$ cat config.mk
export PLATFORM = sky130hd
export DESIGN_NAME = clock_gen_ctrl
export DESIGN_NICKNAME = d
export VERILOG_FILES = /design/src/rtl/clock_gen_ctrl.sv
export SDC_FILE = /design/constraint.sdc
export NUM_CORES = 1
export LEC_CHECK = 0
export ABC_AREA = 1
export CORE_MARGIN = 3
export CORE_UTILIZATION = 45
export CTS_CLUSTER_DIAMETER = 80
export DETAILED_ROUTE_END_ITERATION = 6
export PLACE_DENSITY = 0.65
export SETUP_SLACK_MARGIN = 0.3
export SLEW_MARGIN = 25
export SYNTH_ARGS = -nofsm -noshare
export SYNTH_HDL_FRONTEND = slang
export SYNTH_SLANG_ARGS = --single-unit
export TNS_END_PERCENT = 20
$ cat constraint.sdc
create_clock -name clock_in -period 2.9 [get_ports clock_in]
set_clock_uncertainty 0.1 [all_clocks]
set_input_delay 0.58 -clock clock_in [delete_from_list [all_inputs] [get_ports clock_in]]
set_output_delay 0.58 -clock clock_in [all_outputs]
set_load 0.01 [all_outputs]
$ cat src/rtl/clock_gen_ctrl.sv
// clock_gen_ctrl: programmable CPU clock generator with run / single-step /
// hold modes and one-cycle rise/fall ticks. mem_clock_out is a straight copy
// of clock_in for the instruction and data memories.
// Optional: define CLOCK_GEN_CYCLE_COUNT_EN to enable the cycle_count counter;
// otherwise cycle_count is tied to zero.
module clock_gen_ctrl #(
    parameter int CNT_W        = 32,
    parameter int DEFAULT_HALF = 1
) (
    input  logic             clock_in,
    input  logic             reset,
    input  logic [1:0]       mode,
    input  logic             div_load,
    input  logic [CNT_W-1:0] div_value,
    input  logic             step_req,
    output logic             clock_out,
    output logic             mem_clock_out,
    output logic             rise_tick,
    output logic             fall_tick,
    output logic             busy,
    output logic [31:0]      cycle_count
);

    typedef enum logic [2:0] {
        S_IDLE,
        S_RUN,
        S_STEP_HI,
        S_STEP_LO,
        S_DRAIN
    } state_t;

    localparam logic [CNT_W-1:0] ONE      = CNT_W'(1);
    localparam logic [CNT_W-1:0] HALF_RST = CNT_W'(DEFAULT_HALF);

    state_t           r_state;
    state_t           w_state_next;
    logic [CNT_W-1:0] r_cnt;
    logic [CNT_W-1:0] w_cnt_next;
    logic [CNT_W-1:0] r_half;
    logic [CNT_W-1:0] r_pending;
    logic [CNT_W-1:0] w_half_m1;
    logic             r_clk;
    logic             w_clk_next;
    logic             r_rise;
    logic             w_rise_next;
    logic             r_fall;
    logic             w_fall_next;
    logic             r_step_prev;
    logic             w_step_edge;
    logic             w_at_end;
    logic             w_copy_half;
    logic             w_busy;

    assign w_half_m1   = r_half - ONE;
    assign w_at_end    = (r_cnt == w_half_m1);
    assign w_step_edge = step_req & ~r_step_prev;

    // State register
    always_ff @(posedge clock_in) begin
        if (reset) begin
            r_state <= S_IDLE;
        end else begin
            r_state <= w_state_next;
        end
    end

    // Next-state and next-datapath decode; half_reg may only change at a
    // toggle boundary or while idle, so a running phase is never resized.
    always_comb begin
        w_state_next = r_state;
        w_cnt_next   = r_cnt;
        w_clk_next   = r_clk;
        w_rise_next  = 1'b0;
        w_fall_next  = 1'b0;
        w_copy_half  = 1'b0;
        case (r_state)
            S_IDLE: begin
                w_cnt_next  = '0;
                w_clk_next  = 1'b0;
                w_copy_half = 1'b1;
                if (mode == 2'b00) begin
                    w_state_next = S_RUN;
                end else if (mode == 2'b01 && w_step_edge) begin
                    w_state_next = S_STEP_HI;
                    w_clk_next   = 1'b1;
                    w_rise_next  = 1'b1;
                end
            end
            S_RUN: begin
                if (mode != 2'b00 && !r_clk) begin
                    // Stop while low: no pulse to protect, leave at once.
                    w_state_next = S_IDLE;
                    w_cnt_next   = '0;
                end else if (w_at_end) begin
                    w_cnt_next  = '0;
                    w_clk_next  = ~r_clk;
                    w_rise_next = ~r_clk;
                    w_fall_next = r_clk;
                    w_copy_half = 1'b1;
                    // Stop requested on the very edge the high phase ends.
                    if (mode != 2'b00) begin
                        w_state_next = S_IDLE;
                    end
                end else begin
                    w_cnt_next = r_cnt + ONE;
                    if (mode != 2'b00) begin
                        w_state_next = S_DRAIN;
                    end
                end
            end
            S_DRAIN: begin
                if (w_at_end) begin
                    w_cnt_next   = '0;
                    w_clk_next   = 1'b0;
                    w_fall_next  = 1'b1;
                    w_copy_half  = 1'b1;
                    w_state_next = S_IDLE;
                end else begin
                    w_cnt_next = r_cnt + ONE;
                end
            end
            S_STEP_HI: begin
                if (w_at_end) begin
                    w_cnt_next   = '0;
                    w_clk_next   = 1'b0;
                    w_fall_next  = 1'b1;
                    w_copy_half  = 1'b1;
                    w_state_next = S_STEP_LO;
                end else begin
                    w_cnt_next = r_cnt + ONE;
                end
            end
            S_STEP_LO: begin
                if (w_at_end) begin
                    w_cnt_next   = '0;
                    w_state_next = S_IDLE;
                end else begin
                    w_cnt_next = r_cnt + ONE;
                end
            end
            default: begin
                w_state_next = S_IDLE;
                w_cnt_next   = '0;
                w_clk_next   = 1'b0;
            end
        endcase
    end

    // Output decode from state
    always_comb begin
        w_busy = 1'b0;
        case (r_state)
            S_STEP_HI, S_STEP_LO, S_DRAIN: w_busy = 1'b1;
            default:                       w_busy = 1'b0;
        endcase
    end

    // Counter, divided clock, ticks and step-edge history
    always_ff @(posedge clock_in) begin
        if (reset) begin
            r_cnt       <= '0;
            r_clk       <= 1'b0;
            r_rise      <= 1'b0;
            r_fall      <= 1'b0;
            r_step_prev <= 1'b0;
        end else begin
            r_cnt       <= w_cnt_next;
            r_clk       <= w_clk_next;
            r_rise      <= w_rise_next;
            r_fall      <= w_fall_next;
            r_step_prev <= step_req;
        end
    end

    // Half-period registers: pending captures loads, half_reg adopts it
    always_ff @(posedge clock_in) begin
        if (reset) begin
            r_pending <= HALF_RST;
            r_half    <= HALF_RST;
        end else begin
            if (w_copy_half) begin
                r_half <= r_pending;
            end
            if (div_load) begin
                r_pending <= (div_value == '0) ? ONE : div_value;
            end
        end
    end

`ifdef CLOCK_GEN_CYCLE_COUNT_EN
    logic [31:0] r_cycle_count;

    // Count clock_out rising edges, wrapping naturally at 2^32
    always_ff @(posedge clock_in) begin
        if (reset) begin
            r_cycle_count <= '0;
        end else if (r_rise) begin
            r_cycle_count <= r_cycle_count + 32'd1;
        end
    end

    assign cycle_count = r_cycle_count;
`else
    assign cycle_count = 32'd0;
`endif

    assign clock_out     = r_clk;
    assign rise_tick     = r_rise;
    assign fall_tick     = r_fall;
    assign busy          = w_busy;
    assign mem_clock_out = clock_in;

endmodule

==> Implementation_results.wiki <==
{| class="wikitable"
! Metric !! Value
|-
| Number of warnings reported in the yosys synthesis log || 0
|-
| Clock insertion delay at the later pin of the skew report || about 470 ps
|-
| Normalized max-slew margin || 0.4015
|-
| Fraction of power consumed by sequential logic || 0.273
|-
| DRC violations left || 0
|-
| Standard cell with the maximum stage delay on the critical path || sky130_fd_sc_hd__clkdlybuf4s15_1
|-
| I/O pin count || 75
|-
| Ant diodes || 0
|-
| Most numerous cell in the Yosys netlist || sky130_fd_sc_hd__nand2_1
|-
| Family with the most delay on the worst path || buffers and inverters
|-
| Via count of the first global-routing pass || ~5,300
|-
| Synth Area in XOR/XNOR || 0.06618
|-
| Cell accounting for the most synthesized area || sky130_fd_sc_hd__dfxtp_1
|-
| Final net count || around 1,100
|-
| Number of flops mapped to enable cells by yosys || 0
|-
| Leak pwr || approximately 3.6 nW
|-
| Residual antenna-violating net count after detailed routing || 0
|-
| Worst setup SP type || clock port
|-
| Worst Path Class, Setup || clock port to primary output
|-
| Maximum number of pins on one net before global-route repair || 69
|-
| Setup slack, reg-to-reg || 410 ps
|-
| Placed wire-length estimate || approximately 12,000 um
|-
| Synthesis-stage register bit count || around 100
|-
| Initial DRT Pass Iterations || 5
|-
| Top cells by area in the synthesized netlist || sky130_fd_sc_hd__dfxtp_1 (31%), sky130_fd_sc_hd__nand2_1 (12%), sky130_fd_sc_hd__nor2_1 (9.2%)
|-
| Part of the power in combinational logic || 0.513
|-
| Distinct cell type count after synthesis || 39
|-
| Critical path required time || around 2200 ps
|-
| Initial core utilization || 0.4677
|-
| Mapped cell area || 6618 um^2
|-
| Largest family of logic cells by synthesized area || simple AND/OR/NAND/NOR gates
|-
| Mean cell area of the mapped netlist || between 6 and 7 um^2
|-
| Area fraction in compound gates after synthesis || 0.1034
|-
| Total non-filler cell area in the finished layout || about 8000 um^2
|-
| Worst-Margin Slew || between 800 and 900 ps
|-
| Sum of negative setup slack || 0 ps
|-
| Count of endpoints failing hold in the final timing report || 0
|-
| Share of synthesized cell area in full adder, half adder and majority cells || 0.003781
|-
| Proportion of register bits with asynchronous set or reset after synthesis || 0
|-
| Internal power || ~0.0040 W
|-
| Iteration-0 DRC count of the detailed router || around 420
|-
| Via density per instance || 4.936
|-
| Ratio of cells with drive above 1 in the final layout || 0.1358
|-
| Crit path max fanout || 2
|-
| Count of final max-slew check failures || 0
|-
| Post-synthesis instance total || roughly 1,000
|-
| Prevailing post-synth register cell || sky130_fd_sc_hd__dfxtp_1
|-
| Share of cell area taken by muxes after synthesis || 0
|-
| Instance area after placement || around 7000 um^2
|-
| GRT Util Overall || 0.1975
|-
| Number of antenna violations at the first check in global routing || 0
|-
| Max stage delay on crit path || around 240 ps
|-
| Final setup violation count || 0
|-
| Worst path bufs/invs || 3
|-
| Unrepaired setup endpoints after global routing || true
|-
| Endpoint class of the critical path || primary output
|-
| Core area || 14,150 um^2
|-
| Die Y || around 130 um
|-
| RePlAce Congestion || around 0.94
|-
| GR Overflow Total || 0
|-
| Most repeated library cell on the critical path || sky130_fd_sc_hd__clkbuf_16
|-
| Post-synthesis sequential area ratio || 0.3116
|-
| Switch Pwr || 0.003205 W
|-
| Final critical-path setup slack || approximately 280 ps
|-
| Worst path arrival time || 1940 ps
|-
| CTS tree || built
|-
| Signed area change from the synthesized netlist to the final layout || 19.46%
|-
| Routed wire per std cell || between 10 and 15 um
|-
| Power per standard cell area || ~900 nW/um^2
|-
| Hold/Removal Path Class || register to register
|-
| Die X-Extent || between 100 and 150 um
|-
| Total routed wirelength || between 15,000 and 20,000 um
|-
| # rows || 43
|-
| Die Outline Area || around 16,000 um^2
|-
| Vias || ~6,200
|-
| Clock Pin Slew Worst Setup and Hold Paths || about 70 ps
|-
| Status || completed
|-
| Top cell types by occurrence after synthesis || sky130_fd_sc_hd__nand2_1 (209), sky130_fd_sc_hd__nor2_1 (162), sky130_fd_sc_hd__inv_1 (138)
|-
| VDD IR-drop max || about 0.51 mV
|-
| Max-cap violations || 0
|-
| I/O Buffers || 42
|-
| First-pass GRT wire length || approximately 26,000 um
|-
| Fraction of power spent switching nets || 0.4428
|-
| Post-placement worst setup slack || about 200 ps
|-
| Simple-gate portion of the synthesized area || 0.3645
|-
| Sequence of cells on the critical path || clkbuf_16 -> clkbuf_16 -> clkdlybuf4s15_1
|-
| Portion of total power attributed to the clock network || 0.214
|-
| Share of the synthesized area in the top cell type || 0.3116
|}
what timing repair did:
item,in CTS,in global routing
setup endpoints to repair,34,70
hold buffers,0,0
gates cloned,0,6
gates resized for setup,4,81
setup buffers,3,10
pin swaps,1,23
placed cells by master, fill, tap and decap left out, drive strengths merged, types with 2 or more instances in the layout:
master,instances
and2,2
nand3,79
o21bai,3
nand2,212
xor2,32
o21ai,52
conb,32
clkdlybuf4s50,40
inv,140
a31oi,2
nand4,25
clkbuf,18
a21oi,68
o211ai,2
nor4,5
bufinv,2
nor3b,2
nor2,177
dfxtp,103
a211oi,2
nor3,15
buf,25
xnor2,18
nand3b,7
ha,2
per-layer routing:
layer / part of all wire / track usage
met5: 0 / 0
met4: 0.026 / 0.08770
met3: 0.047 / 0.02676
met2: 0.44 / 0.2877
met1: 0.48 / 0.2896
final timing paths:
path | depth (start not counted) | start | end
max | 3 | clock_in | mem_clock_out
min | 2 | r_pending[0]$_SDFFE_PP1P_ | r_pending[0]$_SDFFE_PP1P_
max reg2reg | 14 | r_half[1]$_SDFFE_PP0P_ | r_half[24]$_SDFFE_PP0P_
min reg2reg | 2 | r_pending[0]$_SDFFE_PP1P_ | r_pending[0]$_SDFFE_PP1P_
registers in the layout (all words and copies together), names as in the netlist:
register	cells
r_cnt	32
r_pending	32
r_step_prev	1
r_state	3
fall_tick	1
rise_tick	1
clock_out	1
r_half	32
worst reg2reg max path: stages, from the launching register on:
cell,delay (ps)
sky130_fd_sc_hd__dfxtp_4,360
sky130_fd_sc_hd__nor2_4,140
sky130_fd_sc_hd__nand2_4,90
sky130_fd_sc_hd__nor2_4,210
sky130_fd_sc_hd__nand2_2,130
sky130_fd_sc_hd__nand2_2,90
sky130_fd_sc_hd__o21ai_0,100
sky130_fd_sc_hd__nor3b_2,210
sky130_fd_sc_hd__nand2_1,110
sky130_fd_sc_hd__nor2_4,160
sky130_fd_sc_hd__nand4_4,130
sky130_fd_sc_hd__buf_12,170
sky130_fd_sc_hd__clkbuf_16,170
sky130_fd_sc_hd__a21oi_1,140
sky130_fd_sc_hd__nor2_1,60
power groups by stage:
stage / Combinational, W / Sequential, W / Clock, W
4_1_cts: 0.00333 / 0.00192 / 0.00158
6_report: 0.00371 / 0.00197 / 0.00155
5_1_grt: 0.00414 / 0.00201 / 0.00163
3_5_place_dp: 0.00328 / 0.00195 / 0.0000351
3_3_place_gp: 0.00329 / 0.00195 / 0.0000351
2_1_floorplan: 0.00261 / 0.00187 / 0.0000284
cell type report:
cell class,count,area [um^2]
fill,1379,6245
clock buffer,15,317.8
multi-input combinational,739,3925
inverter,138,523.0
sequential,103,2077
tap,180,225.2
clock inverter,4,77.57
timing repair buffer,69,759.5
cells by family after synthesis:
logic type | Yosys count
AO/OA/AOI/OAI | 130
XOR/XNOR | 50
adder cells (fa/ha/maj) | 2
buffers and inverters | 207
flip-flops | 103
other | 1
AND/OR/NAND/NOR | 525
through the flow:
step | power (W) | hold slack, ps | utilization | cells
after floorplan | 0.004509 | 323.4 | - | 1049
after global placement | 0.005269 | 351.2 | 0.4960 | 1211
after detailed placement | 0.005272 | 353.7 | 0.4960 | 1211
after CTS | 0.006829 | 372.7 | 0.5254 | 1232
after global routing | 0.007786 | 399.3 | 0.5587 | 1248
final | 0.007237 | 372.5 | 0.5587 | 1248
Power figures use the tool's default switching activity.
